===== src/rtl/canny_pkg.sv =====
// canny_pkg: shared definitions for the Canny streaming blocks (Sobel, NMS and
// hysteresis stages).
//   DIR_*        quantised edge-normal direction codes carried on out_dir
//   grad_width() signed width of a 3x3 Sobel gradient for a given pixel width
package canny_pkg;

    localparam logic [1:0] DIR_0   = 2'd0;
    localparam logic [1:0] DIR_45  = 2'd1;
    localparam logic [1:0] DIR_90  = 2'd2;
    localparam logic [1:0] DIR_135 = 2'd3;

    // A Sobel tap sum spans +/- 4*(2^dw - 1), which needs three extra bits
    // including the sign.
    function automatic int grad_width(input int data_width);
        return data_width + 3;
    endfunction

endpackage


===== src/rtl/canny_line_buffer.sv =====
// canny_line_buffer: one-line delay for a raster stream.
// Each enabled cycle the word stored DEPTH enables ago appears on dout_o
// and din_i takes its place in the same location (read-before-write on a
// single pointer). Memory contents are not reset; only the pointer is.
//   clk     clock
//   rst_b   synchronous active-low reset (pointer only)
//   en_i    advance the delay line by one word
//   din_i   word entering the delay
//   dout_o  word written DEPTH enables earlier
module canny_line_buffer
    import canny_pkg::*;
#(
    parameter int DATA_WIDTH = 8,
    parameter int DEPTH      = 64
) (
    input  logic                  clk,
    input  logic                  rst_b,
    input  logic                  en_i,
    input  logic [DATA_WIDTH-1:0] din_i,
    output logic [DATA_WIDTH-1:0] dout_o
);

    localparam int            PW   = (DEPTH > 1) ? $clog2(DEPTH) : 1;
    localparam logic [PW-1:0] LAST = PW'(DEPTH - 1);

    logic [DATA_WIDTH-1:0] mem_q [DEPTH];
    logic [PW-1:0]         ptr_q, ptr_d;

    always_comb begin
        ptr_d = ptr_q;
        if (en_i) begin
            ptr_d = (ptr_q == LAST) ? '0 : ptr_q + 1'b1;
        end
    end

    always_ff @(posedge clk) begin
        if (!rst_b) begin
            ptr_q <= '0;
        end else begin
            ptr_q <= ptr_d;
        end
    end

    always_ff @(posedge clk) begin
        if (en_i) begin
            mem_q[ptr_q] <= din_i;
        end
    end

    assign dout_o = mem_q[ptr_q];

endmodule


===== src/rtl/canny_sobel_stream.sv =====
// canny_sobel_stream: streaming 3x3 Sobel stage.
// Builds a 3x3 window from two cascaded line buffers plus two registered
// columns, and for every complete window produces a saturated gradient
// magnitude and a 2-bit quantised edge-normal direction. Two enabled cycles
// from the completing pixel to out_valid; whole pipeline stalls on
// out_valid && !out_ready.
//   clk, rst_b          clock, synchronous active-low reset
//   in_valid/in_ready   pixel handshake (in_ready = pipeline enable)
//   in_sof              first pixel of a frame; resyncs counters to (0,0)
//   in_pixel            unsigned pixel, raster order
//   out_valid/out_ready result handshake
//   out_eof             last interior result of the frame
//   out_mag, out_dir    magnitude and direction (DIR_0..DIR_135)
module canny_sobel_stream
    import canny_pkg::*;
#(
    parameter int DATA_WIDTH = 8,
    parameter int IMG_WIDTH  = 64,
    parameter int IMG_HEIGHT = 64,
    parameter int MAG_SHIFT  = 3
) (
    input  logic                  clk,
    input  logic                  rst_b,
    input  logic                  in_valid,
    output logic                  in_ready,
    input  logic                  in_sof,
    input  logic [DATA_WIDTH-1:0] in_pixel,
    output logic                  out_valid,
    input  logic                  out_ready,
    output logic                  out_eof,
    output logic [DATA_WIDTH-1:0] out_mag,
    output logic [1:0]            out_dir
);

    localparam int GW  = grad_width(DATA_WIDTH);
    localparam int DW2 = GW + 4;  // room for 5*Gx in the direction compares
    localparam int CW  = $clog2(IMG_WIDTH);
    localparam int RW  = $clog2(IMG_HEIGHT);

    localparam logic [CW-1:0] COL_LAST = CW'(IMG_WIDTH - 1);
    localparam logic [RW-1:0] ROW_LAST = RW'(IMG_HEIGHT - 1);
    localparam logic [GW:0]   MAG_MAX  = {{(GW + 1 - DATA_WIDTH){1'b0}}, {DATA_WIDTH{1'b1}}};

    // ---------------------------------------------------------------- control
    logic en, accept, win_full, last_px;
    logic [1:0] vld_pipe_q;

    assign en        = !out_valid || out_ready;
    assign in_ready  = en;
    assign accept    = in_valid && en;
    assign out_valid = vld_pipe_q[1];

    // ---------------------------------------------------------------- counters
    // in_sof overrides the stored position before the pixel is used.
    logic [CW-1:0] col_q, col_d, col_cur;
    logic [RW-1:0] row_q, row_d, row_cur;

    always_comb begin
        col_cur = in_sof ? '0 : col_q;
        row_cur = in_sof ? '0 : row_q;
        col_d   = col_q;
        row_d   = row_q;
        if (accept) begin
            if (col_cur == COL_LAST) begin
                col_d = '0;
                row_d = (row_cur == ROW_LAST) ? '0 : row_cur + 1'b1;
            end else begin
                col_d = col_cur + 1'b1;
                row_d = row_cur;
            end
        end
    end

    always_ff @(posedge clk) begin
        if (!rst_b) begin
            col_q <= '0;
            row_q <= '0;
        end else begin
            col_q <= col_d;
            row_q <= row_d;
        end
    end

    assign win_full = (row_cur >= RW'(2)) && (col_cur >= CW'(2));
    assign last_px  = (row_cur == ROW_LAST) && (col_cur == COL_LAST);

    // ---------------------------------------------------------------- window
    // Incoming column: top = two lines back, mid = one line back, bot = now.
    logic [DATA_WIDTH-1:0] lb_mid, lb_top;
    logic [DATA_WIDTH-1:0] new_col [3];
    logic [DATA_WIDTH-1:0] win_q   [3][2];  // [row][0] = col-2, [row][1] = col-1

    canny_line_buffer #(.DATA_WIDTH(DATA_WIDTH), .DEPTH(IMG_WIDTH)) u_lb_mid (
        .clk    (clk),
        .rst_b  (rst_b),
        .en_i   (accept),
        .din_i  (in_pixel),
        .dout_o (lb_mid)
    );

    canny_line_buffer #(.DATA_WIDTH(DATA_WIDTH), .DEPTH(IMG_WIDTH)) u_lb_top (
        .clk    (clk),
        .rst_b  (rst_b),
        .en_i   (accept),
        .din_i  (lb_mid),
        .dout_o (lb_top)
    );

    assign new_col[0] = lb_top;
    assign new_col[1] = lb_mid;
    assign new_col[2] = in_pixel;

    always_ff @(posedge clk) begin
        if (!rst_b) begin
            for (int r = 0; r < 3; r++) begin
                win_q[r][0] <= '0;
                win_q[r][1] <= '0;
            end
        end else if (accept) begin
            for (int r = 0; r < 3; r++) begin
                win_q[r][0] <= win_q[r][1];
                win_q[r][1] <= new_col[r];
            end
        end
    end

    // ---------------------------------------------------------------- stage 1
    // The third window column is the incoming one, so the gradient of the
    // completing pixel is registered at its own acceptance edge.
    logic signed [GW-1:0] p [3][3];
    logic signed [GW-1:0] gx_d, gy_d, gx_q, gy_q;
    logic                 eof1_q;

    always_comb begin
        for (int r = 0; r < 3; r++) begin
            p[r][0] = GW'(win_q[r][0]);
            p[r][1] = GW'(win_q[r][1]);
            p[r][2] = GW'(new_col[r]);
        end
        gx_d = (p[0][2] + (p[1][2] <<< 1) + p[2][2]) - (p[0][0] + (p[1][0] <<< 1) + p[2][0]);
        gy_d = (p[0][0] + (p[0][1] <<< 1) + p[0][2]) - (p[2][0] + (p[2][1] <<< 1) + p[2][2]);
    end

    // ---------------------------------------------------------------- stage 2
    logic [GW-1:0]         abs_gx, abs_gy;
    logic [GW:0]           mag_sum, mag_shr;
    logic [DATA_WIDTH-1:0] mag_d, mag_q;
    logic [1:0]            dir_d, dir_q;
    logic                  eof2_q;
    logic signed [DW2-1:0] gxn, gyn, two_gy, five_gx;

    always_comb begin
        abs_gx  = gx_q[GW-1] ? -gx_q : gx_q;
        abs_gy  = gy_q[GW-1] ? -gy_q : gy_q;
        mag_sum = {1'b0, abs_gx} + {1'b0, abs_gy};
        mag_shr = mag_sum >> MAG_SHIFT;
        mag_d   = (mag_shr > MAG_MAX) ? '1 : mag_shr[DATA_WIDTH-1:0];

        // Fold the lower half-plane onto the upper one so only 0..180 deg
        // remains; tan(22.5) ~ 1/2 and tan(67.5) ~ 5/2 give the bin edges.
        gxn = DW2'(gx_q);
        gyn = DW2'(gy_q);
        if (gy_q[GW-1]) begin
            gxn = -gxn;
            gyn = -gyn;
        end
        two_gy  = gyn <<< 1;
        five_gx = (gxn <<< 2) + gxn;
        dir_d   = DIR_90;
        if (!gxn[DW2-1]) begin
            if (two_gy <= gxn)          dir_d = DIR_0;
            else if (two_gy <= five_gx) dir_d = DIR_45;
        end else begin
            if (two_gy <= -gxn)          dir_d = DIR_0;
            else if (two_gy <= -five_gx) dir_d = DIR_135;
        end
    end

    always_ff @(posedge clk) begin
        if (!rst_b) begin
            vld_pipe_q <= '0;
            gx_q       <= '0;
            gy_q       <= '0;
            eof1_q     <= 1'b0;
            mag_q      <= '0;
            dir_q      <= '0;
            eof2_q     <= 1'b0;
        end else if (en) begin
            vld_pipe_q <= {vld_pipe_q[0], accept && win_full};
            gx_q       <= gx_d;
            gy_q       <= gy_d;
            eof1_q     <= accept && win_full && last_px;
            mag_q      <= mag_d;
            dir_q      <= dir_d;
            eof2_q     <= vld_pipe_q[0] && eof1_q;
        end
    end

    assign out_mag = mag_q;
    assign out_dir = dir_q;
    assign out_eof = eof2_q;

endmodule


===== config.mk =====
export PLATFORM = sky130hd
export DESIGN_NAME = canny_sobel_stream
export DESIGN_NICKNAME = d
export VERILOG_FILES = /design/src/rtl/canny_pkg.sv /design/src/rtl/canny_line_buffer.sv /design/src/rtl/canny_sobel_stream.sv
export SDC_FILE = /design/constraint.sdc
export NUM_CORES = 1
export LEC_CHECK = 0
export ABC_AREA = 1
export BUFFER_PORTS_ARGS = -buffer_cell sky130_fd_sc_hd__buf_2
export CORE_ASPECT_RATIO = 0.8
export CORE_MARGIN = 4
export CORE_UTILIZATION = 45
export CTS_BUF_LIST = sky130_fd_sc_hd__clkbuf_4 sky130_fd_sc_hd__clkbuf_8 sky130_fd_sc_hd__clkbuf_16
export CTS_CLUSTER_DIAMETER = 80
export DETAILED_ROUTE_END_ITERATION = 10
export SYNTH_ARGS = -nofsm -noshare
export SYNTH_HDL_FRONTEND = slang
export SYNTH_HIERARCHICAL = 1
export SYNTH_SLANG_ARGS = --single-unit

===== constraint.sdc =====
create_clock -name clk -period 7.9 [get_ports clk]
set_input_delay 1.185 -clock clk [delete_from_list [all_inputs] [get_ports clk]]
set_output_delay 1.185 -clock clk [all_outputs]
set_load 0.02 [all_outputs]

==> results.md <==
Timing:
- For the pin with the worst max-slew slack, the measured transition is 1.196 ns.
- Setup repair after global routing left no endpoint under its margin.
- The final-report max-slew violation count is 0.
- Setup total negative slack on the finished layout was measured at 0 ns.
- Setup violations remaining at the end of the flow were counted as 0.
- In the finished design, the share of the clock period the worst path needs comes to 81.96%.
- Timing would allow up to 154.4 MHz.
- The worst path in the final design needs a cycle of 6.475 ns, including I/O delays and setup.
- The worst clock skew on the final layout is 0.06944 ns.
- The final hold violation count is 0.
- In this run the tightest slew margin relative to its limit is 20.27%.

Worst hold path:
- The class of the tightest hold or removal check is reg2reg.
- Counting instances, the worst hold path has a depth of 2.

Setup path:
- The kind of end point of the critical path is a flip-flop.
- The path type of the worst setup path is reg2reg.
- At the worst endpoint, the required time is 8.52 ns.
- The signal arrival time at the worst endpoint is 7.10 ns.
- The number of cells on the worst reg-to-reg path is 26.
- STA classifies the critical path startpoint as a flip-flop.
- The setup slack of the most critical reg-to-reg path is 1.42 ns.
- In this run the worst path has a maximum fanout of 75.

Place:
- In this run the cell area measured after placement is 54070 sq um.
- Routability-driven placement finished with a final weighted congestion of 0.8782.
- The port buffer count is 25.
- The HPWL reported at the end of detailed placement is 82.19 mm.

Power:
- The power per standard cell area is 311.8 nW/um^2.
- The largest vdd supply drop is 240.4 uV.
- Summed over all cells, the static leakage comes to 21.96 nW.

Global routing:
- The global-route usage over all layers is 21.86%.
- The number of antenna violations at the first check in global routing is 6.
- The total congestion overflow after global routing is 0.
- The first global-routing pass estimated 207.1 mm of wire.
- The via count of the first global-routing pass is 33.67k.
- The largest net degree at the start of global routing is 153.

Floorplanning:
- The starting utilization of the core area is 45.33%.
- The core region is 116700 sq um.
- Measured along the x axis, the die boundary spans 391.4 microns.
- In this run the core area contains 112 standard-cell rows.
- The die covers 123200 sq um.
- In this run the vertical extent of the chip is 314.7 microns.
- For this design the top-level I/O count stands at 26.

CTS:
- The clock-pin slew of the registers on the worst-case setup and hold paths is 0.06 ns.
- The post-CTS setup repair buffer count is 0.
- Buffers inserted during clock tree synthesis total 112.
- Counting every sink on the clock net gives 1144.
- The number of instances resized during post-cts repair is 0.
- TritonCTS built the clock tree.
- The cell sitting at the root of the clock tree is a sky130_fd_sc_hd__clkbuf_16.
- CTS built an H-tree with a depth of 3.
- The number of buffers on the longest clock path is 3.
- The number of hold buffers added after CTS was 0.
- The clock network latency to the later pin of the worst-skew pair is 0.75 ns.

Route:
- Summed over all layers, the routed wires come to 135.0 mm.
- The count of vias placed by the detailed router is 35.96k.
- The remaining antenna violation count is 0.
- After detailed routing, the number of vias per cell comes to 5.454.
- In the final routed layout, each cell accounts on average for 20.48 microns.
- The DRC violations left is 0.
- The violation count after the first detailed-routing iteration is 3559.
- The first detailed-routing pass ran for 7 iterations.

Synthesis:
- For this run, the register share of the synthesized area comes to 63.56%.
- The count of synthesis-stage warnings from yosys is 6.
- The number of cells produced by synthesis is 4990.
- Among all flip-flop cells after synthesis, the most frequent one is sky130_fd_sc_hd__edfxtp_1.
- The number of synthesized flops with an enable pin is 1072.
- The synthesized cell area is 52910 sq um.
- The synthesized design contains 1144 register bits.
- The share of flip-flops with an asynchronous set or reset after synthesis is 0%.
- The netlist uses 56 different library cells.
- The mean post-synth cell area is 10.60 sq um.

Run status:
- The run finished with clean final reports.

Finish:
- The finished cells cover 57920 sq um.
- The area added between synthesis and finish is 9.468%.
- The post-layout net count is 5126.
- The post-route netlist has 7.957% of its cells at a drive strength greater than 1.

Flow run:
- The number of max-cap violations is 0.
## Yosys cell counts (4+ instances only)
library cell	n	area, sq um
sky130_fd_sc_hd__nand4_1	20	125.1
sky130_fd_sc_hd__ha_1	93	1164
sky130_fd_sc_hd__edfxtp_1	1072	32190
sky130_fd_sc_hd__nand2_1	1530	5743
sky130_fd_sc_hd__dfxtp_1	72	1441
sky130_fd_sc_hd__nand3_1	971	4860
sky130_fd_sc_hd__xor2_1	28	245.2
sky130_fd_sc_hd__clkbuf_1	42	157.7
sky130_fd_sc_hd__o21ai_1	5	25.02
sky130_fd_sc_hd__nor3_1	18	90.09
sky130_fd_sc_hd__o21ai_0	65	325.3
sky130_fd_sc_hd__fa_1	63	1261
sky130_fd_sc_hd__inv_2	16	60.06
sky130_fd_sc_hd__or2_2	5	31.28
sky130_fd_sc_hd__buf_2	96	480.5
sky130_fd_sc_hd__xnor2_1	13	113.9
sky130_fd_sc_hd__a21oi_1	67	335.3
sky130_fd_sc_hd__clkinv_1	4	15.01
sky130_fd_sc_hd__inv_1	277	1040
sky130_fd_sc_hd__nand3_2	15	150.1
sky130_fd_sc_hd__nor2_2	4	25.02
sky130_fd_sc_hd__nor4_1	4	25.02
sky130_fd_sc_hd__buf_6	47	529.3
sky130_fd_sc_hd__nor3_2	4	40.04
sky130_fd_sc_hd__nand3b_1	4	30.03
sky130_fd_sc_hd__buf_4	38	285.3
sky130_fd_sc_hd__o211ai_1	14	105.1
sky130_fd_sc_hd__nand2_4	19	214.0
sky130_fd_sc_hd__a31oi_1	8	50.05
sky130_fd_sc_hd__nand2_2	32	200.2
sky130_fd_sc_hd__nor2_4	6	67.56
sky130_fd_sc_hd__buf_1	18	67.56
sky130_fd_sc_hd__nor2_1	275	1032
sky130_fd_sc_hd__o21bai_1	5	37.54
sky130_fd_sc_hd__o22ai_1	8	50.05
## path summary, 6_finish.rpt
path / to / start
setup / recovery: gx_q[9] / flip-flop
hold / removal: col_q[0] / col_q[0]
setup reg to reg: gx_q[9] / flip-flop
hold reg to reg: col_q[0] / col_q[0]
## state kept, by name, summed over array words and instances, names as in the netlist, 8 cells and up, named ones only
| name | flops |
|---|---|
| gy_q | 11 |
| u_lb_top/mem_q | 512 |
| win_q | 48 |
| out_mag | 8 |
| u_lb_mid/mem_q | 512 |
| gx_q | 11 |
## area by class of cell
cell class	count	area, sq um
Clock inverter	76	890.9
Tap cell	1539	1926
Sequential cell	1144	33650
Timing Repair Buffer	87	678.2
Inverter	301	1151
Multi-Input combinational cell	3311	16660
Fill cell	10370	58810
Clock buffer	133	2960
Antenna cell	2	5.005
## metrics by stage
step / instances / hold WS (ns) / util, % / worst slack [ns] / power (W)
global placement: 6382 / 0.4533 / 46.32 / 1.650 / 0.01252
global route: 6592 / 0.4780 / 49.62 / 1.048 / 0.01921
floorplan: 5001 / 0.4453 / - / 2.678 / 0.01122
finish: 6593 / 0.4700 / 49.62 / 1.425 / 0.01806
CTS: 6591 / 0.4702 / 49.62 / 1.547 / 0.01817
detailed placement: 6382 / 0.4613 / 46.32 / 1.596 / 0.01258
## routing by layer
layer | part of all wire, % | GRT usage (%) | vias up
li1 | - | - | 17010
met1 | 48 | 34.43 | 17520
met2 | 42 | 31.07 | 1280
met3 | 8.4 | 4.592 | 155
met4 | 1.7 | 4.613 | 0
met5 | 0 | 0 | -
## layout by cell type (no fill, tap or decap), types with 24 or more instances in the layout
master                      synthesis  layout
sky130_fd_sc_hd__a21oi_1           67      67
sky130_fd_sc_hd__nand2_2           32      36
sky130_fd_sc_hd__clkinv_1           4      31
sky130_fd_sc_hd__clkbuf_16          0     112
sky130_fd_sc_hd__dfxtp_1           72      66
sky130_fd_sc_hd__inv_1            277     275
sky130_fd_sc_hd__nand2_4           19      24
sky130_fd_sc_hd__nor2_1           275     274
sky130_fd_sc_hd__edfxtp_1        1072    1072
sky130_fd_sc_hd__nand2_1         1530    1521
sky130_fd_sc_hd__buf_4             38      55
sky130_fd_sc_hd__fa_1              63      63
sky130_fd_sc_hd__xor2_1            28      28
sky130_fd_sc_hd__ha_1              93      93
sky130_fd_sc_hd__buf_2             96      25
sky130_fd_sc_hd__nand3_1          971     971
sky130_fd_sc_hd__o21ai_0           65      65
## power breakdown
| group | total [W] | switching, W | internal (W) |
|---|---|---|---|
| Clock | 0.00557 | 0.00235 | 0.00321 |
| Combinational | 0.00554 | 0.00365 | 0.00190 |
| Sequential | 0.00695 | 0.000107 | 0.00685 |
## cells by family (layout without fill, tap and decap cells)
group	count (synthesis)	after routing	share of synthesized area, %
and+or+nand+nor	2913	2913	23.98
other	1	14	0.007087
buffers and inverters	546	597	5.164
DFF	1144	1144	63.56
adders and majority gates	156	156	4.583
xor gates and xnor gates	41	41	0.6787
AOI/OAI and AO/OA	189	189	2.024
## worst max-delay path: stages, from the launching register on
cell and delay [ns]:
sky130_fd_sc_hd__dfxtp_4 0.85, sky130_fd_sc_hd__buf_4 0.84, sky130_fd_sc_hd__nand3_1 0.18, sky130_fd_sc_hd__nand3_1 0.16
sky130_fd_sc_hd__nand2_1 0.06, sky130_fd_sc_hd__nand2_1 0.05, sky130_fd_sc_hd__nand3_1 0.22, sky130_fd_sc_hd__nand3_1 0.17
sky130_fd_sc_hd__nand2_1 0.17, sky130_fd_sc_hd__fa_1 0.53, sky130_fd_sc_hd__inv_1 0.06, sky130_fd_sc_hd__fa_1 0.45
sky130_fd_sc_hd__fa_1 0.52, sky130_fd_sc_hd__inv_1 0.04, sky130_fd_sc_hd__ha_1 0.33, sky130_fd_sc_hd__a21oi_1 0.16
sky130_fd_sc_hd__o21ai_0 0.19, sky130_fd_sc_hd__a21oi_1 0.18, sky130_fd_sc_hd__inv_1 0.06, sky130_fd_sc_hd__a21oi_1 0.22
sky130_fd_sc_hd__inv_1 0.08, sky130_fd_sc_hd__a21oi_1 0.16, sky130_fd_sc_hd__nor2_1 0.06, sky130_fd_sc_hd__nor2_1 0.14
sky130_fd_sc_hd__xnor2_1 0.08, sky130_fd_sc_hd__o211ai_1 0.16, sky130_fd_sc_hd__inv_1 0.05
(Power assumes the default switching activity.)
